--- src/rtl/cp0_pkg.sv ---
// Shared definitions for the coprocessor 0 block: register numbers,
// field positions inside SR and Cause, exception codes and packing helpers.
package cp0_pkg;

    localparam logic [4:0] CP0_SR    = 5'd12;
    localparam logic [4:0] CP0_CAUSE = 5'd13;
    localparam logic [4:0] CP0_EPC   = 5'd14;
    localparam logic [4:0] CP0_PRID  = 5'd15;

    localparam int SR_IE_BIT     = 0;
    localparam int SR_EXL_BIT    = 1;
    localparam int SR_IM_LSB     = 10;
    localparam int SR_IM_MSB     = 15;

    localparam int CAUSE_EXC_LSB = 2;
    localparam int CAUSE_EXC_MSB = 6;
    localparam int CAUSE_IP_LSB  = 10;
    localparam int CAUSE_IP_MSB  = 15;
    localparam int CAUSE_BD_BIT  = 31;

    typedef enum logic [4:0] {
        EXC_INT  = 5'd0,
        EXC_ADEL = 5'd4,
        EXC_ADES = 5'd5,
        EXC_RI   = 5'd10,
        EXC_OV   = 5'd12
    } exc_code_t;

    // Assemble the architectural SR view; unimplemented bits read as zero.
    function automatic logic [31:0] pack_sr(input logic [5:0] im,
                                            input logic       exl,
                                            input logic       ie);
        logic [31:0] r;
        r = '0;
        r[SR_IM_MSB:SR_IM_LSB] = im;
        r[SR_EXL_BIT]          = exl;
        r[SR_IE_BIT]           = ie;
        return r;
    endfunction

    // Assemble the architectural Cause view; unimplemented bits read as zero.
    function automatic logic [31:0] pack_cause(input logic       bd,
                                               input logic [5:0] ip,
                                               input logic [4:0] exc_code);
        logic [31:0] r;
        r = '0;
        r[CAUSE_BD_BIT]                = bd;
        r[CAUSE_IP_MSB:CAUSE_IP_LSB]   = ip;
        r[CAUSE_EXC_MSB:CAUSE_EXC_LSB] = exc_code;
        return r;
    endfunction

endpackage

--- src/rtl/cp0_unit.sv ---
// Coprocessor 0 for the 5-stage MIPS core. Lives in the memory stage, holds
// SR/Cause/EPC/PRId, serves mtc0/mfc0, arbitrates interrupts against
// synchronous exceptions and raises the pipeline flush/redirect request.
module cp0_unit
    import cp0_pkg::*;
#(
    parameter logic [31:0] PRID_VAL   = 32'h2001_0700,
    parameter logic [31:0] HANDLER_PC = 32'h0000_4180
) (
    input  logic        clk,
    input  logic        reset,
    input  logic [4:0]  a1,
    input  logic [4:0]  a2,
    input  logic [31:0] din,
    input  logic        we,
    input  logic [31:0] pc_m,
    input  logic        bd_m,
    input  logic [4:0]  exc_code_m,
    input  logic        eret_m,
    input  logic [5:0]  hw_int,
    output logic [31:0] dout,
    output logic [31:0] epc_out,
    output logic        req,
    output logic [31:0] handler_pc
);

    logic [5:0]  im;
    logic        exl;
    logic        ie;
    logic        bd;
    logic [5:0]  ip;
    logic [4:0]  exc_code;
    logic [31:0] epc;

    logic        int_req;
    logic        exc_req;
    logic        wr_sr;
    logic        wr_epc;

    // Request arbitration; EXL masks both sources so nested events are dropped.
    always_comb begin
        int_req = (|(hw_int & im)) & ie & ~exl;
        exc_req = (exc_code_m != 5'd0) & ~exl;
        req     = int_req | exc_req;
        wr_sr   = we & (a2 == CP0_SR) & ~req;
        wr_epc  = we & (a2 == CP0_EPC) & ~req;
    end

    // SR: exception entry sets EXL; otherwise mtc0 writes and eret clears EXL.
    always_ff @(posedge clk) begin
        if (reset) begin
            im  <= '0;
            exl <= 1'b0;
            ie  <= 1'b0;
        end else if (req) begin
            exl <= 1'b1;
        end else begin
            if (wr_sr) begin
                im  <= din[SR_IM_MSB:SR_IM_LSB];
                exl <= din[SR_EXL_BIT];
                ie  <= din[SR_IE_BIT];
            end
            if (eret_m) begin
                exl <= 1'b0;
            end
        end
    end

    // Cause: IP mirrors the interrupt lines every cycle; BD/ExcCode load on entry.
    always_ff @(posedge clk) begin
        if (reset) begin
            bd       <= 1'b0;
            ip       <= '0;
            exc_code <= '0;
        end else begin
            ip <= hw_int;
            if (req) begin
                bd       <= bd_m;
                exc_code <= int_req ? EXC_INT : exc_code_m;
            end
        end
    end

    // EPC: restart address on entry (back up over the branch for delay slots), else mtc0.
    always_ff @(posedge clk) begin
        if (reset) begin
            epc <= '0;
        end else if (req) begin
            epc <= bd_m ? (pc_m - 32'd4) : pc_m;
        end else if (wr_epc) begin
            epc <= din;
        end
    end

    // mfc0 read mux and the eret target with forwarding of an in-flight EPC write.
    always_comb begin
        dout = '0;
        case (a1)
            CP0_SR:    dout = pack_sr(im, exl, ie);
            CP0_CAUSE: dout = pack_cause(bd, ip, exc_code);
            CP0_EPC:   dout = epc;
            CP0_PRID:  dout = PRID_VAL;
            default:   dout = '0;
        endcase
        epc_out    = wr_epc ? din : epc;
        handler_pc = HANDLER_PC;
    end

endmodule

--- config.mk ---
export PLATFORM = sky130hd
export DESIGN_NAME = cp0_unit
export DESIGN_NICKNAME = d
export VERILOG_FILES = /design/src/rtl/cp0_pkg.sv /design/src/rtl/cp0_unit.sv
export SDC_FILE = /design/constraint.sdc
export NUM_CORES = 1
export LEC_CHECK = 0
export BUFFER_PORTS_ARGS = -buffer_cell sky130_fd_sc_hd__buf_4
export CAP_MARGIN = 30
export CORE_ASPECT_RATIO = 1.4
export CORE_UTILIZATION = 50
export DETAILED_ROUTE_END_ITERATION = 6
export PLACE_DENSITY = 0.95
export SLEW_MARGIN = 20
export SYNTH_ARGS = -nofsm -noshare
export SYNTH_HDL_FRONTEND = slang
export SYNTH_SLANG_ARGS = --single-unit
--- constraint.sdc ---
create_clock -name clk -period 4.74 [get_ports clk]
set_clock_uncertainty 0.05 [all_clocks]
set_input_delay 0.474 -clock clk [delete_from_list [all_inputs] [get_ports clk]]
set_output_delay 0.474 -clock clk [all_outputs]
set_load 0.1 [all_outputs]
==> reports/metrics.cfg <==
[placement]
dpl.hpwl_mm = 10.3
gp_congestion = 0.917
placed_area_sq_um = 5130
port_buffers = 154

[sta]
rsz0062_at_grt = no
setup-violations-final = 0
fmax_ghz = 0.266
max_slew_margin_pct = 40.8
hold_viol_final = 0
worst_pin_slew_ns = 0.876
fin_tns_setup_ns = 0
fin_crit_ns = 3.76
finalMaxSlewViolations = 0
min_period_over_period_pct = 79.4

[setup_path]
critPathArrivalTime_ns = 3.24
r2r-end = epc[21]
worst-setup-path-type = primary input to output port
crit_required_ns = 4.22
crit_path_end_kind = output port
worstReg2RegStart = im[0]
rrSetupSlack_ns = 2.32
worst-r2r-cell-count = 6
crit_path_start_kind = primary input
startpoint = a2[0]
cp_max_fo = 26

[synth]
synthArstFlopShare_pct = 0
ys_warn_count = 0
postSynthCellCount = 458
ys_ff_latch = 52
ys_seq_area_share_pct = 25.7
avgSynthCellArea_sq_um = 8.84
synth_cell_type_count = 66
synth-edff-count = 0
synthFlopType = dfxtp_1
syn_area_sq_um = 4050

[cts]
cts_tree = yes
root_buffer = clkbuf_8
cts_buffers = 5
worstSkewPairLatency_ns = 0.30
htreeDepth = 2
path_clk_slew_ns = 0.09
clk_path_buf_depth = 2
hold_buffers = 0
cts_setup_buffers = 0
post_cts_resized = 0
cts_sinks = 52

[grt]
top_usage_layer = met2
grt_use_total_pct = 31.1
antenna_found_initial = 0
grt_pass1_wl_mm = 20.8
gr-total-overflow = 0
met2_usage_pct = 53.8
use_met3_pct = 4.64
grt_max_degree = 56
grtUsageMet1_pct = 37.4
grt_pass1_vias = 4157

[die]
core_sq_um = 7800
fp.dieW_um = 78.1
floorplan.initialDensity_pct = 51.9
ios = 187
die_area_sq_um = 8470
rows = 38
die_h_um = 108

[power]
p_leak_nw = 2.15
power_density_nw_per_um2 = 274
ir_drop_v = 0.000171

[final_layout]
drive_gt1_share_pct = 37.2
layout_common_cells = buf_4 (160), dfxtp_1 (52), mux2_2 (32), conb_1 (32), mux2i_1 (26)
filler_cell_count = 622
syn_to_final_growth_pct = 29.5
num_antenna_cells = 0
layout_commonest_cell = buf_4
nets = 679
stdcell_area_sq_um = 5250
final_core_util_pct = 67.3

[worst_hold_path]
worstHoldPathType = primary input to flip-flop
hold_depth = 2
hold_end = ip[2]
min_from = hw_int[2]

[flow_run]
cap_violations = 0

[routing]
drtAntennaViolNets = 0
viasPerCell = 6.48
wl_per_cell_um = 19.7
first_iter_violations = 411
drc = 0
totalWireLength_mm = 13.6
via_count = 4464
firstDrtPassIters = 5

[run_status]
status = finished clean

area by class of cell:
cell class                 count  area (sq um)  share of cell area [%]
inverter                       8          30.0                   0.573
sequential                    52          1040                    19.8
clock buffer                   6          72.6                    1.38
timing repair buffer         162          1220                    23.3
clock inverter                 2          35.0                   0.668
tap                          100           125                    2.39
multi-input combinational    359          2720                    51.9
power breakdown:
group	leakage (nW)	switching, mW	internal [mW]	total (mW)
clock network	0.0552	0.145	0.157	0.302
registers	0.431	0.0289	0.470	0.499
logic	1.67	0.473	0.164	0.637
total	2.15	0.647	0.791	1.44
cell families after synthesis:
kind of cell / share of synthesized area (%)
multiplexers: 15.3
adder cells (fa/ha/maj): 0.309
AND/OR/NAND/NOR: 19.1
AO/OA/AOI/OAI: 27.7
buffers and inverters: 10.6
flip-flops: 25.7
other: 0.185
XOR/XNOR: 1.08
metrics by stage:
step                hold slack, ns  power [mW]  setup slack (ns)  cells
global placement             0.406        1.12              1.12    677
finish                       0.341        1.44             0.977    689
floorplan                    0.393       0.994             0.738    488
CTS                          0.347        1.43              1.03    688
global route                 0.352        1.48             0.894    689
detailed placement           0.420        1.14              1.04    680
flip-flops by register name, summed over array words and instances (netlist names):
register	cells
ie	1
exl	1
im	6
epc	32
ip	6
exc_code	5
bd	1
Yosys cell counts (all sizes together), types with 2 or more instances:
| cell | n | area [sq um] |
|---|---|---|
| a311oi | 14 | 129 |
| nand2b | 14 | 87.6 |
| nor2b | 6 | 37.5 |
| a22o | 6 | 52.6 |
| nor4 | 10 | 77.6 |
| mux2 | 32 | 360 |
| inv | 8 | 30.0 |
| o21a | 4 | 30.0 |
| buf | 42 | 298 |
| a21boi | 2 | 15.0 |
| xor2 | 3 | 26.3 |
| nand3 | 5 | 30.0 |
| o41ai | 3 | 26.3 |
| a211oi | 23 | 173 |
| a21oi | 9 | 45.0 |
| xnor2 | 2 | 17.5 |
| a2111oi | 16 | 140 |
| clkbuf | 27 | 103 |
| nor2 | 12 | 52.6 |
| or3 | 12 | 77.6 |
| conb | 2 | 7.51 |
| a31oi | 2 | 12.5 |
| nor3 | 9 | 66.3 |
| o31ai | 10 | 75.1 |
| nand2 | 9 | 33.8 |
| mux2i | 26 | 260 |
| o31a | 20 | 175 |
| a221oi | 2 | 17.5 |
| or4b | 2 | 20.0 |
| nand4 | 7 | 43.8 |
| o32a | 2 | 21.3 |
| or4 | 11 | 83.8 |
| o21ai | 14 | 70.1 |
| a22oi | 10 | 75.1 |
| and3 | 14 | 87.6 |
| dfxtp | 52 | 1040 |
how the worst max path moves through the flow:
stage	to	slack [ns]	depth (start not counted)
6_report	epc_out[18]	0.98	7
5_1_grt	epc_out[4]	0.89	7
4_1_cts	epc_out[18]	1.03	7
3_5_place_dp	epc_out[18]	1.04	7
3_3_place_gp	epc_out[9]	1.12	7
2_1_floorplan	dout[11]	0.74	4
layer usage:
metal	wire length, um	up-vias	part of all wire, %
met5	0	-	0
met3	1170	46	8.6
met2	6930	312	51
met1	5000	2088	37
met4	499	0	3.7
li1	-	2018	-
critical path: stages:
cell and delay [ns]:
buf_4 0.11, nor4bb_1 0.76, nand3_2 0.35, nor3_4 0.46
buf_4 0.45, mux2_2 0.39, buf_4 0.23
Note: power is estimated with default switching activity, not from simulation.
